### src/rtl/frame_buffer_pkg.sv
// Shared frame buffer definitions: display geometry, pixel/word types, FSM state codes.
// Latency: n/a (types and pure functions only).
// Backpressure: n/a.
package frame_buffer_pkg;

  localparam int DISPLAY_WIDTH   = 640;
  localparam int DISPLAY_HEIGHT  = 400;
  localparam int PIXEL_COUNT     = DISPLAY_WIDTH * DISPLAY_HEIGHT;
  localparam int BITS_PER_PIXEL  = 4;
  localparam int PIXELS_PER_WORD = 8;

  typedef logic [17:0] pixel_address_t;
  typedef logic [14:0] word_address_t;
  typedef logic [3:0]  color_t;
  typedef logic [2:0]  nibble_index_t;
  typedef logic [31:0] frame_word_t;

  // One queued pixel: where it goes and what palette index it carries.
  typedef struct packed {
    pixel_address_t address;
    color_t         color;
  } pixel_entry_t;

  typedef enum logic [2:0] {
    FSM_IDLE  = 3'd0,
    FSM_READ  = 3'd1,
    FSM_WAIT  = 3'd2,
    FSM_HOLD  = 3'd3,
    FSM_WRITE = 3'd4
  } fsm_state_t;

  function automatic word_address_t word_of(pixel_address_t address);
    return address[17:3];
  endfunction

  function automatic nibble_index_t nibble_of(pixel_address_t address);
    return address[2:0];
  endfunction

  // Replace one 4-bit pixel inside a packed word, leaving the other seven untouched.
  function automatic frame_word_t merge_nibble(frame_word_t word, nibble_index_t index,
                                               color_t color);
    frame_word_t result;
    result = word;
    result[{index, 2'b00} +: 4] = color;
    return result;
  endfunction

endpackage

### src/rtl/vector_pixel_writer_if.sv
// Pixel stream from the line engine plus the frame buffer memory port.
// Latency: n/a (wiring only).
// Backpressure: none on the wires; the writer exposes an almost-full hint separately.
interface vector_pixel_writer_if;
  import frame_buffer_pkg::*;

  pixel_address_t pixel_address_in;
  logic           pixel_valid_in;
  color_t         color_in;
  word_address_t  mem_address_out;
  logic           mem_read_enable_out;
  frame_word_t    mem_read_data_in;
  logic           mem_write_enable_out;
  frame_word_t    mem_write_data_out;

  // Engine and memory side: produces pixels and read data, observes the memory strobes.
  modport master (
    output pixel_address_in, pixel_valid_in, color_in, mem_read_data_in,
    input  mem_address_out, mem_read_enable_out, mem_write_enable_out, mem_write_data_out
  );

  // Writer side: consumes pixels, drives the read-modify-write traffic.
  modport slave (
    input  pixel_address_in, pixel_valid_in, color_in, mem_read_data_in,
    output mem_address_out, mem_read_enable_out, mem_write_enable_out, mem_write_data_out
  );
endinterface

### src/rtl/vector_pixel_writer_pixel_fifo.sv
// Synchronous first-word-fall-through FIFO with occupancy count and almost-full flag.
// Latency: a push is visible at the head on the following cycle.
// Backpressure: pushes while full and pops while empty are ignored.
module pixel_fifo #(
  parameter int DEPTH              = 16,
  parameter int WIDTH              = 22,
  parameter int ALMOST_FULL_MARGIN = 4
) (
  input  logic                       clk,
  input  logic                       rst,
  input  logic                       push,
  input  logic [WIDTH-1:0]           push_data,
  input  logic                       pop,
  output logic [WIDTH-1:0]           pop_data,
  output logic [$clog2(DEPTH):0]     count,
  output logic                       full,
  output logic                       empty,
  output logic                       almost_full
);
  localparam int AW = $clog2(DEPTH);
  localparam int CW = AW + 1;

  logic [WIDTH-1:0] storage [DEPTH];
  logic [AW-1:0]    wr_ptr;
  logic [AW-1:0]    rd_ptr;
  logic             do_push;
  logic             do_pop;

  assign full        = (count == CW'(DEPTH));
  assign empty       = (count == '0);
  assign almost_full = (count >= CW'(DEPTH - ALMOST_FULL_MARGIN));
  assign do_push     = push & ~full;
  assign do_pop      = pop & ~empty;
  assign pop_data    = storage[rd_ptr];

  // Pointer and occupancy bookkeeping.
  always_ff @(posedge clk) begin
    if (rst) begin
      wr_ptr <= '0;
      rd_ptr <= '0;
      count  <= '0;
    end else begin
      if (do_push) wr_ptr <= wr_ptr + AW'(1);
      if (do_pop)  rd_ptr <= rd_ptr + AW'(1);
      case ({do_push, do_pop})
        2'b10:   count <= count + CW'(1);
        2'b01:   count <= count - CW'(1);
        default: count <= count;
      endcase
    end
  end

  // Entry storage; contents are don't-care until written, so no reset.
  always_ff @(posedge clk) begin
    if (do_push) storage[wr_ptr] <= push_data;
  end
endmodule

### src/rtl/vector_pixel_writer.sv
// Commits line-engine pixels to the 4bpp packed frame buffer by read-modify-write, coalescing same-word runs.
// Latency: isolated pixel pushed in cycle 0 -> read strobe cycle 2, write strobe cycle 5.
// Backpressure: none upstream; FIFO absorbs bursts, almost_full hints, overflowing pushes are dropped and flagged.
module vector_pixel_writer #(
  parameter int FIFO_DEPTH         = 16,
  parameter int PIXEL_COUNT        = 256000,
  parameter int ALMOST_FULL_MARGIN = 4
) (
  input  logic                   clock_in,
  input  logic                   reset_in,
  vector_pixel_writer_if.slave   bus,
  output logic                   fifo_almost_full_out,
  output logic                   overflow_out,
  output logic                   busy_out
);
  import frame_buffer_pkg::*;

  localparam int COUNT_W = $clog2(FIFO_DEPTH) + 1;

  localparam logic [2:0] IDLE  = FSM_IDLE;
  localparam logic [2:0] READ  = FSM_READ;
  localparam logic [2:0] WAIT  = FSM_WAIT;
  localparam logic [2:0] HOLD  = FSM_HOLD;
  localparam logic [2:0] WRITE = FSM_WRITE;

  logic [2:0]         state;
  word_address_t      lat_word;
  nibble_index_t      lat_nibble;
  color_t             lat_color;
  frame_word_t        held_word;

  logic               in_range;
  logic               push_attempt;
  logic               push_dropped;
  pixel_entry_t       entry_in;
  pixel_entry_t       fifo_head;
  logic               fifo_pop;
  logic [COUNT_W-1:0] fifo_count;
  logic               fifo_full;
  logic               fifo_empty;
  logic               fifo_almost_full;
  logic               head_same_word;

  // Addresses beyond the visible frame never reach the FIFO or the memory.
  assign in_range     = ({1'b0, bus.pixel_address_in} < 19'(PIXEL_COUNT));
  assign push_attempt = bus.pixel_valid_in & in_range;
  // Judged on the registered full flag: a same-cycle pop does not make room.
  assign push_dropped = push_attempt & fifo_full;
  assign entry_in     = {bus.pixel_address_in, bus.color_in};

  pixel_fifo #(
    .DEPTH              (FIFO_DEPTH),
    .WIDTH              ($bits(pixel_entry_t)),
    .ALMOST_FULL_MARGIN (ALMOST_FULL_MARGIN)
  ) u_pixel_fifo (
    .clk         (clock_in),
    .rst         (reset_in),
    .push        (push_attempt),
    .push_data   (entry_in),
    .pop         (fifo_pop),
    .pop_data    (fifo_head),
    .count       (fifo_count),
    .full        (fifo_full),
    .empty       (fifo_empty),
    .almost_full (fifo_almost_full)
  );

  assign head_same_word       = (word_of(fifo_head.address) == lat_word);
  assign fifo_almost_full_out = fifo_almost_full;
  assign busy_out             = (state != IDLE) | (fifo_count != '0);

  // Pop to start a new word from IDLE, or to fold a same-word pixel into the held word.
  always_comb begin
    fifo_pop = 1'b0;
    if (!fifo_empty) begin
      if (state == IDLE) begin
        fifo_pop = 1'b1;
      end else if ((state == HOLD) && head_same_word) begin
        fifo_pop = 1'b1;
      end
    end
  end

  // RMW sequencer; memory strobes are registered, so each is set on entry to its state.
  always_ff @(posedge clock_in) begin
    if (reset_in) begin
      state                    <= IDLE;
      lat_word                 <= '0;
      lat_nibble               <= '0;
      lat_color                <= '0;
      held_word                <= '0;
      bus.mem_address_out      <= '0;
      bus.mem_read_enable_out  <= 1'b0;
      bus.mem_write_enable_out <= 1'b0;
      bus.mem_write_data_out   <= '0;
      overflow_out             <= 1'b0;
    end else begin
      bus.mem_read_enable_out  <= 1'b0;
      bus.mem_write_enable_out <= 1'b0;
      if (push_dropped) overflow_out <= 1'b1;

      case (state)
        IDLE: begin
          if (!fifo_empty) begin
            lat_word                <= word_of(fifo_head.address);
            lat_nibble              <= nibble_of(fifo_head.address);
            lat_color               <= fifo_head.color;
            bus.mem_address_out     <= word_of(fifo_head.address);
            bus.mem_read_enable_out <= 1'b1;
            state                   <= READ;
          end
        end
        READ: begin
          state <= WAIT;
        end
        WAIT: begin
          held_word <= merge_nibble(bus.mem_read_data_in, lat_nibble, lat_color);
          state     <= HOLD;
        end
        HOLD: begin
          if (!fifo_empty && head_same_word) begin
            held_word <= merge_nibble(held_word, nibble_of(fifo_head.address), fifo_head.color);
          end else begin
            // Never carry a word across an empty FIFO: write it back now.
            bus.mem_address_out      <= lat_word;
            bus.mem_write_data_out   <= held_word;
            bus.mem_write_enable_out <= 1'b1;
            state                    <= WRITE;
          end
        end
        WRITE: begin
          state <= IDLE;
        end
        default: begin
          state <= IDLE;
        end
      endcase
    end
  end
endmodule

### src/flat_wrapper.sv
// flat-port wrapper written by rule: the top's interface ports become plain ports
module vector_pixel_writer_flat import frame_buffer_pkg::*;
#(
  parameter int FIFO_DEPTH         = 16,
  parameter int PIXEL_COUNT        = 256000,
  parameter int ALMOST_FULL_MARGIN = 4
)
  (clock_in, reset_in, fifo_almost_full_out, overflow_out, busy_out, bus_pixel_address_in, bus_pixel_valid_in, bus_color_in, bus_mem_read_data_in, bus_mem_address_out, bus_mem_read_enable_out, bus_mem_write_enable_out, bus_mem_write_data_out);
  vector_pixel_writer_if bus_i ();
  input  logic clock_in;
  input  logic reset_in;
  output logic fifo_almost_full_out;
  output logic overflow_out;
  output logic busy_out;
  input wire logic [$bits(bus_i.pixel_address_in)-1:0] bus_pixel_address_in;
  input wire logic [$bits(bus_i.pixel_valid_in)-1:0] bus_pixel_valid_in;
  input wire logic [$bits(bus_i.color_in)-1:0] bus_color_in;
  input wire logic [$bits(bus_i.mem_read_data_in)-1:0] bus_mem_read_data_in;
  output wire logic [$bits(bus_i.mem_address_out)-1:0] bus_mem_address_out;
  output wire logic [$bits(bus_i.mem_read_enable_out)-1:0] bus_mem_read_enable_out;
  output wire logic [$bits(bus_i.mem_write_enable_out)-1:0] bus_mem_write_enable_out;
  output wire logic [$bits(bus_i.mem_write_data_out)-1:0] bus_mem_write_data_out;
  assign bus_i.pixel_address_in = bus_pixel_address_in;
  assign bus_i.pixel_valid_in = bus_pixel_valid_in;
  assign bus_i.color_in = bus_color_in;
  assign bus_i.mem_read_data_in = bus_mem_read_data_in;
  assign bus_mem_address_out = bus_i.mem_address_out;
  assign bus_mem_read_enable_out = bus_i.mem_read_enable_out;
  assign bus_mem_write_enable_out = bus_i.mem_write_enable_out;
  assign bus_mem_write_data_out = bus_i.mem_write_data_out;
  vector_pixel_writer #(.FIFO_DEPTH(FIFO_DEPTH), .PIXEL_COUNT(PIXEL_COUNT), .ALMOST_FULL_MARGIN(ALMOST_FULL_MARGIN)) u_core (.clock_in(clock_in), .reset_in(reset_in), .bus(bus_i), .fifo_almost_full_out(fifo_almost_full_out), .overflow_out(overflow_out), .busy_out(busy_out));
endmodule
### config.mk
export PLATFORM = sky130hd
export DESIGN_NAME = vector_pixel_writer_flat
export DESIGN_NICKNAME = d
export VERILOG_FILES = /design/src/rtl/frame_buffer_pkg.sv /design/src/rtl/vector_pixel_writer_if.sv /design/src/rtl/vector_pixel_writer_pixel_fifo.sv /design/src/rtl/vector_pixel_writer.sv /design/src/flat_wrapper.sv
export SDC_FILE = /design/constraint.sdc
export NUM_CORES = 1
export LEC_CHECK = 0
export CAP_MARGIN = 20
export CORE_MARGIN = 10
export CORE_UTILIZATION = 30
export DETAILED_ROUTE_END_ITERATION = 10
export PLACE_DENSITY_LB_ADDON = 0.05
export SYNTH_ARGS = -nofsm -noshare
export SYNTH_HDL_FRONTEND = slang
export SYNTH_SLANG_ARGS = --single-unit
### constraint.sdc
create_clock -name clock_in -period 5.7 [get_ports clock_in]
set_clock_uncertainty 0.05 [all_clocks]
set_input_delay 0.855 -clock clock_in [delete_from_list [all_inputs] [get_ports clock_in]]
set_output_delay 0.855 -clock clock_in [all_outputs]
set_load 0.02 [all_outputs]
== Word level (Yosys, flattened, before mapping) ==
Memory sizes are Yosys's and may differ from the RTL's. A register that Yosys moved wholly into a read port is not among the register bits.
Index checks and enable logic that the tools add are counted.
Cells by class
  div/mod/pow operators: 0
  muxes and demuxes: 20
  add/subtract/negate cells: 6
  shifts and indexed selects: 4
  order comparisons: 2
  bitwise operators: 10
  $mul: 0
  reduce and logical (&&, ||, !) cells: 17
  eq/ne operators: 10
Operators by type and width (count)
  $bwmux W32: 2
  $pmux W32 S2: 1
  $shift A4 B7 Y32 const A: 2
  $shiftx A4 B7 Y32: 2
  $mux W32: 1
  $mux W15: 2
  $pmux W15 S2: 1
  $lt A18 B18 Y1 const B: 1
  $eq A15 B15 Y1: 1
  $neg A5 Y7: 2
  $pmux W3 S4: 1
  $pmux W5 S2: 1
  $add A4 B1 Y4 const B: 2
  $mux W4: 2
  $reduce_and A2 Y1: 4
  $mux W1: 7
  $eq A3 B2 Y1 const B: 2
  $mux W3: 2
  $ne A2 B2 Y1 const B: 3
  $reduce_bool A2 Y1: 3
  $add A5 B1 Y5 const B: 1
  $eq A5 B5 Y1 const B: 1
  $ge A5 B4 Y1 const B: 1
  $logic_not A5 Y1: 1
  other kinds (14): 23
Word-level totals
  memories kept: 1
  word-level logic and storage cells: 83
  RAM bits: 352
  output and inout bits: 52
  latch bits: 0
  bits of input ports: 57
  register bits: 120
  memory bits (read-only): 0
Memories
  u_core.u_pixel_fifo.storage: words 16, width 22, read ports 1, clocked after memory_dff 1, wr ports 1, RTL line vector_pixel_writer_pixel_fifo.sv:23  | logic [WIDTH-1:0] storage [DEPTH];

== Depth between registers and ports, before layout ==
Gate-level depths: netlist of the first run.
  depth after elaboration: 8
  gate-level depth with buffers: 21
  gate-level depth less buffers: 16

== Hierarchy ==
A second synthesis of the first run with hierarchy kept.
Unflattened totals
  cell total of the unflattened synthesis: 1237
  area, all modules: 19262.2 µm²
Modules (own cells, without submodules)
  pixel_fifo: instances 1, cells each 666, sequential area each 10910.5 µm², area each 14184.9 µm²
  vector_pixel_writer: instances 1, cells each 571, sequential area each 2142.1 µm², area each 5077.4 µm²

== Worst setup path before layout of the first run ==
No wires, ideal clock.
  path kind: register -> register
  start point: reg (tool-made name)
  end point: reg u_core.u_pixel_fifo.count[4]
  clock period less this slack: 4.231 ns
  data arrival time: 4.111 ns
  buffers on the path: 4
  cell stages (with the launch flop): 19
  required time: 5.580 ns
  path slack: 1.469 ns
  path through: dfxtp_1 buf_6 buf_6 mux4_1 mux2_2 xor2_1 mux2i_1 nand4_2 nor4_2 a21o_1 buf_6 ha_1 clkbuf_1 xor2_1 ha_1 nor3_1 o31a_1 or4_1 a21oi_1
RTL lines
  end signal: assignment: RTL line vector_pixel_writer_pixel_fifo.sv:46  | 2'b10: count <= count + CW'(1);
  end signal: assignment: RTL line vector_pixel_writer_pixel_fifo.sv:47  | 2'b01: count <= count - CW'(1);
  end signal: assignment: RTL line vector_pixel_writer_pixel_fifo.sv:48  | default: count <= count;
  end: declaration: RTL line vector_pixel_writer_pixel_fifo.sv:15  | output logic [$clog2(DEPTH):0] count,

==> results of run 1 <==
[worst paths after layout]
check | slack, ns | depth (start not counted) | end
worst max register to register | 0.59 | 16 | u_core.u_pixel_fifo.count[4]
worst min register to register | 0.41 | 2 | u_core.bus.mem_address_out[10]
worst min-delay path | 0.41 | 2 | u_core.bus.mem_address_out[10]
worst max-delay path | 0.59 | 16 | u_core.u_pixel_fifo.count[4]
[registers in the layout, indices dropped and copies added, names as in the netlist, named ones only]
register / cells
u_core.lat_word: 15
u_core.u_pixel_fifo.count: 5
u_core.held_word: 32
u_core.state: 3
u_core.overflow_out: 1
u_core.bus.mem_write_data_out: 32
u_core.lat_color: 4
u_core.u_pixel_fifo.wr_ptr: 4
u_core.bus.mem_write_enable_out: 1
u_core.lat_nibble: 3
u_core.u_pixel_fifo.rd_ptr: 4
u_core.bus.mem_address_out: 15
u_core.bus.mem_read_enable_out: 1
u_core.u_pixel_fifo.storage: 352
[critical path, cell delays in order, from the launching register on]
cell and delay (ns):
dfxtp_4 0.65, buf_4 0.30, mux4_2 0.51, mux2i_1 0.26, a21oi_1 0.28, xnor2_1 0.26
nand4_2 0.14, nor4_2 0.45, a21o_1 0.21, ha_1 0.39, ha_1 0.30, o31ai_1 0.11
a31oi_1 0.21, nand3_2 0.10, o31a_1 0.16, or4_1 0.46, a21oi_1 0.14
[cell type report]
class | instances | share of cell area
clock buffers | 78 | 0.0611
clock inverters | 21 | 0.0120
inverters | 17 | 0.00269
multi-input cells | 719 | 0.265
flip-flops and latches | 476 | 0.551
well taps | 855 | 0.0451
repair buffers | 158 | 0.0634
[power groups by stage]
stage	combinational [µW]	sequential, µW	clock [µW]
after floorplan	1960	4200	0
after global placement	2760	4340	0
after detailed placement	2750	4350	0
after CTS	2760	4270	3530
after global routing	2970	4310	3680
final	2720	4270	3430
[synthesized netlist by cell type, types with 3 or more instances]
master,instances,share of area
nand2b_1,6,0.0019
nor2_1,135,0.026
nand4_1,5,0.0016
inv_1,16,0.0030
o211ai_1,12,0.0046
buf_2,10,0.0025
nor4_1,3,0.00095
a21oi_1,32,0.0081
nor3_1,13,0.0033
xor2_1,12,0.0053
xnor2_1,19,0.0084
ha_1,12,0.0076
a211oi_1,7,0.0027
nand3_1,8,0.0020
nand2_1,103,0.020
dfxtp_1,124,0.13
clkbuf_1,36,0.0069
mux4_2,81,0.092
buf_6,4,0.0023
nor2b_1,9,0.0029
mux2i_1,120,0.061
nand3b_1,3,0.0011
a31oi_1,6,0.0019
mux2_2,7,0.0040
o21ai_0,19,0.0048
buf_1,9,0.0017
buf_4,15,0.0057
mux4_1,9,0.012
and2_1,7,0.0022
a21o_1,3,0.0011
o22ai_1,34,0.011
edfxtp_1,352,0.54
a22oi_1,6,0.0023
a311oi_1,11,0.0049
o31ai_1,3,0.0011
[through the flow]
stage                     cell area, µm²  hold WS [ns]   util  power, µW  cells
after floorplan                    19700         0.398      -       6160   1290
after global placement             22000         0.392  0.339       7100   2225
after detailed placement           22000         0.405  0.339       7090   2225
after CTS                          23700         0.414  0.366      10600   2324
after global routing               23700         0.424  0.366      11000   2324
final                              23700         0.411  0.366      10400   2324
[cell families (layout without fill, tap and decap cells)]
logic type      count (synthesis)  after routing  synth area share
xor+xnor                       31             31            0.0138
compound gates                147            147            0.0498
flops                         476            476             0.662
simple gates                  308            308            0.0684
mux                           221            221             0.173
fa+ha+maj                      12             12           0.00761
buf+inv                        95            274            0.0256
[placed cells by master, fill, tap and decap left out, drive strengths merged, types with 3 or more instances in the layout]
| master | Yosys | layout |
|---|---|---|
| buf | 41 | 51 |
| mux2i | 124 | 124 |
| inv | 17 | 19 |
| a311oi | 11 | 11 |
| nor2 | 135 | 135 |
| bufinv | 0 | 6 |
| a22oi | 6 | 6 |
| mux4 | 90 | 90 |
| clkinv | 0 | 12 |
| nor4 | 4 | 4 |
| xor2 | 12 | 12 |
| ha | 12 | 12 |
| a21oi | 32 | 32 |
| clkbuf | 36 | 78 |
| nand3 | 9 | 9 |
| mux2 | 7 | 7 |
| nand3b | 3 | 3 |
| o21ai | 19 | 19 |
| dfxtp | 124 | 124 |
| nor3 | 13 | 13 |
| nand2 | 103 | 103 |
| a211oi | 7 | 7 |
| and2 | 7 | 7 |
| o211ai | 12 | 12 |
| clkdlybuf4s50 | 0 | 107 |
| a31oi | 6 | 6 |
| edfxtp | 352 | 352 |
| nor2b | 9 | 9 |
| nand4 | 7 | 7 |
| o31ai | 3 | 3 |
| nand2b | 6 | 6 |
| a21o | 3 | 3 |
| o22ai | 34 | 34 |
| xnor2 | 19 | 19 |
[metal layers]
layer	global-route usage	share of wire	wire, µm	vias to the layer above
met5	0	0.00012	7	-
met4	0.0333	0.017	952	2
met3	0.0290	0.047	2660	67
met2	0.223	0.45	25800	253
met1	0.210	0.49	27800	5849
li1	-	-	-	5231
==> run_results.csv, run 1 <==
group,metric,value,unit
clock_network,cts_buffer_depth,3,
drt,viasPerCell,4.91,
synth,synth_warnings,0,
place,place_ws,0.635,ns
layout,area_growth_syn_to_layout,20.2,%
worst_hold_path,hp-class,"register to register",
synth,async_flop_share,0,
timing,finalSetupViolations,0,
clock_network,cts_tree,"done",
critical_path,cp_max_fo,24,
layout,nets,1494,
clock_network,cts_hold_buf,0,
global_routing,grt_pass1_wl,83.5,mm
global_routing,track_usage,0.146,
layout,drive_gt1_frac,0.167,
power,power_frac_comb,0.261,
timing,hold_viol,0,
power,p_leak,0.00817,µW
critical_path,critPathRequiredTime,6.18,ns
global_routing,antenna_found_initial,2,
timing,rsz0062_at_grt,"false",
drt,wirelength,57.1,mm
global_routing,grt_max_degree,87,
clock_network,cts_made_buffers,53,
critical_path,crit_path_start_kind,"register",
critical_path,arrival,5.59,ns
run,drv_cap,0,
floorplanning,dieWidth,276,µm
timing,setup_ws,0.591,ns
clock_network,cts_sinks,476,
synth,syn_inst,1290,
synth,synthesis.nets,1359,
timing,fmax,196,MHz
synth,synth_area,19700,µm²
power,switching_share,0.312,
power,internal-power,7160,µW
place,gp_congestion,0.759,
clock_network,htreeDepth,2,
floorplanning,row_count,93,
drt,wl_per_cell,24.6,µm
synth,synth.avg_cell_area,15.3,µm²
power,power_switching,3250,µW
timing,period_minus_slack,5.11,ns
layout,nFillCells,6066,
power,seqPwrFrac,0.410,
floorplanning,die_h,276,µm
clock_network,postCtsSetupRepairBufs,0,
power,worst_ir_drop_vdd,0.240,mV
synth,yosysUniqueCellTypes,66,
layout,seqCellArea,13100,µm²
layout,multi_input_area,6280,µm²
layout,antennaDiodeCount,0,
clock_network,clkTransAtPathRegs,0.06,ns
synth,synth_edf_count,352,
global_routing,grt_pass1_vias,11600,
floorplanning,die_area,76400,µm²
drt,vias,11400,
synth,synth_top_flop_cell,"edfxtp_1",
floorplanning,initial_core_util,0.304,
floorplanning,core_area,64800,µm²
power,pwr-share-clk,0.329,
clock_network,cts_resized,0,
power,powerDensity,439,nW/µm²
drt,drt-initial-drc-count,838,
global_routing,overflow,0,
synth,ys_ff_latch,476,
timing,worst_pin_slew,1.10,ns
worst_hold_path,hp-start,"u_core.bus.mem_address_out[10]",
clock_network,clk_latency,0.61,ns
critical_path,path_class,"register to register",
synth,yosysSeqAreaShare,0.662,
timing,slew_violations,0,
place,io_buffers,108,
timing,setup_tns,0,ns
drt,first_pass_iters,5,
floorplanning,ios,109,
place,dpl.hpwl,36.2,mm
timing,relSlewSlack,0.262,
clock_network,cts_root_buf,"clkbuf_16",
run_status,status,"complete, no violations",
drt,post-route-drc-count,0,
drt,drtAntennaViolNets,0,
critical_path,worst_setup_path_end_kind,"register",
timing,fin_crit_sh,0.896,
Note: power is estimated with default switching activity, not from simulation.
==> run 2, diff against run 1 <==
--- a/config.mk
+++ b/config.mk
@@ -5,6 +5,7 @@
 export SDC_FILE = /design/constraint.sdc
 export NUM_CORES = 1
 export LEC_CHECK = 0
+export ABC_CLOCK_PERIOD_IN_PS = 5700
 export CAP_MARGIN = 20
 export CORE_MARGIN = 10
 export CORE_UTILIZATION = 30
==> results of run 2 <==
No change in the layout: final DEF, timing and power equal those of run 1.
==> run 3, diff against run 2 <==
--- a/config.mk
+++ b/config.mk
@@ -7,7 +7,6 @@
 export LEC_CHECK = 0
 export ABC_CLOCK_PERIOD_IN_PS = 5700
 export CAP_MARGIN = 20
-export CORE_MARGIN = 10
 export CORE_UTILIZATION = 30
 export DETAILED_ROUTE_END_ITERATION = 10
 export PLACE_DENSITY_LB_ADDON = 0.05
==> run_results.csv, run 3 (synthesis results as in run 1) <==
group,metric,value,unit
floorplanning,die_h,258,µm
critical_path,arrival,5.26,ns
clock_network,clk_latency,0.61,ns
critical_path,path_class,"register to register",
power,p_leak,0.00821,µW
layout,drive_gt1_frac,0.175,
run,drv_cap,0,
floorplanning,die_area,66800,µm²
clock_network,cts_made_buffers,55,
layout,final_common_cell,"edfxtp_1",
layout,largest_reg_flops,352,
worst_hold_path,hp-class,"register to register",
global_routing,use_met3,0.0246,
place,dp.cells,2221,
global_routing,grt_pass1_vias,11300,
floorplanning,core_area,64700,µm²
global_routing,antenna_found_initial,1,
clock_network,cts_tree,"done",
layout,area_growth_syn_to_layout,20.5,%
timing,rsz0062_at_grt,"false",
floorplanning,initial_core_util,0.305,
layout,mostFrequentLayoutCells,"edfxtp_1, nor2_1, mux2i_1, dfxtp_1, clkdlybuf4s50_1",
clock_network,cts_resized,0,
floorplanning,dieWidth,258,µm
timing,worst_pin_slew,0.958,ns
critical_path,cp_max_fo,26,
drt,drt-initial-drc-count,877,
floorplanning,row_count,93,
global_routing,grt_max_degree,86,
layout,nets,1494,
place,io_buffers,108,
critical_path,crit_path_start_kind,"register",
drt,wl_per_cell,23.8,µm
clock_network,cts_hold_buf,0,
floorplanning,ios,109,
power,internal-power,7270,µW
clock_network,cts_root_buf,"clkbuf_16",
place,gp_congestion,0.771,
global_routing,met1_usage,0.244,
layout,antennaDiodeCount,0,
timing,setup_tns,0,ns
power,powerDensity,442,nW/µm²
layout,reg.largest.list,"u_core.u_pixel_fifo.storage x352, u_core.bus.mem_write_data_out x32, u_core.held_word x32",
timing,hold_viol,0,
layout,nFillCells,6149,
timing,period_minus_slack,4.78,ns
timing,fmax,209,MHz
critical_path,worst_setup_path_end_kind,"register",
global_routing,top_usage_layer,"met2",
timing,finalSetupViolations,0,
global_routing,grt_util_met2,0.256,
clock_network,cts_sinks,476,
timing,slew_violations,0,
global_routing,overflow,0,
layout,top_register,"u_core.u_pixel_fifo.storage",
power,power_switching,3230,µW
place,dpl.hpwl,35.7,mm
timing,fin_crit_sh,0.838,
power,power_frac_comb,0.253,
run_status,status,"complete, no violations",
global_routing,track_usage,0.166,
power,worst_ir_drop_vdd,0.232,mV
critical_path,critPathRequiredTime,6.18,ns
power,seqPwrFrac,0.406,
drt,wirelength,55.3,mm
drt,vias,11300,
power,switching_share,0.308,
layout,stdcell_count,2324,
global_routing,grt_pass1_wl,80.6,mm
clock_network,htreeDepth,2,
clock_network,postCtsSetupRepairBufs,0,
clock_network,clkTransAtPathRegs,0.06,ns
drt,first_pass_iters,5,
timing,relSlewSlack,0.361,
drt,post-route-drc-count,0,
power,pwr-share-clk,0.342,
drt,drtAntennaViolNets,0,
drt,viasPerCell,4.86,
clock_network,cts_buffer_depth,3,
run 3: per-stage QoR:
step	cell area [µm²]	total power [µW]	hold slack (ns)	setup slack [ns]	util
global placement	21900	7020	0.393	0.894	0.339
floorplan	19700	6160	0.398	1.47	-
global route	23800	11000	0.432	0.539	0.367
CTS	23800	10700	0.405	0.876	0.367
finish	23800	10500	0.399	0.923	0.367
detailed placement	21900	7020	0.396	0.876	0.339
run 3: power by group through the flow:
stage / registers, µW / clock network (µW) / logic [µW]
floorplan: 4200 / 0 / 1960
global placement: 4330 / 0 / 2690
detailed placement: 4330 / 0 / 2690
CTS: 4260 / 3700 / 2690
global route: 4290 / 3830 / 2920
finish: 4260 / 3590 / 2650
run 3: layout make-up:
class,instances,area (µm²),share of cell area
clock buffers,62,1420,0.0599
clock inverters,39,412,0.0173
inverters,17,63.8,0.00268
multi-input cells,719,6280,0.264
flip-flops and latches,476,13100,0.549
well taps,855,1070,0.0450
repair buffers,156,1460,0.0615
run 3: worst paths after layout:
| kind | startpoint | endpoint | slack (ns) | cells after the start |
|---|---|---|---|---|
| worst min-delay path | u_core.bus.mem_address_out[6] | u_core.bus.mem_address_out[6] | 0.40 | 2 |
| worst max-delay path | register | u_core.u_pixel_fifo.count[4] | 0.92 | 16 |
| worst min register to register | u_core.bus.mem_address_out[6] | u_core.bus.mem_address_out[6] | 0.40 | 2 |
| worst max register to register | register | u_core.u_pixel_fifo.count[4] | 0.92 | 16 |
run 3: metal layers:
metal | up-vias | routed length, µm
li1 | 5234 | -
met1 | 5760 | 27100
met2 | 229 | 25200
met3 | 69 | 1930
met4 | 0 | 1100
met5 | - | 0
run 3: worst max-delay path, cell delays in order (launching register included):
cell	delay, ns
dfxtp_4	0.64
buf_12	0.27
nor2b_1	0.29
a22oi_1	0.18
and4b_1	0.23
nor3_1	0.50
nand4_2	0.20
nor4_2	0.46
a21o_1	0.22
ha_1	0.18
buf_4	0.18
xor2_1	0.16
ha_1	0.18
nor3_1	0.06
o31a_1	0.25
or4_1	0.47
a21oi_1	0.15
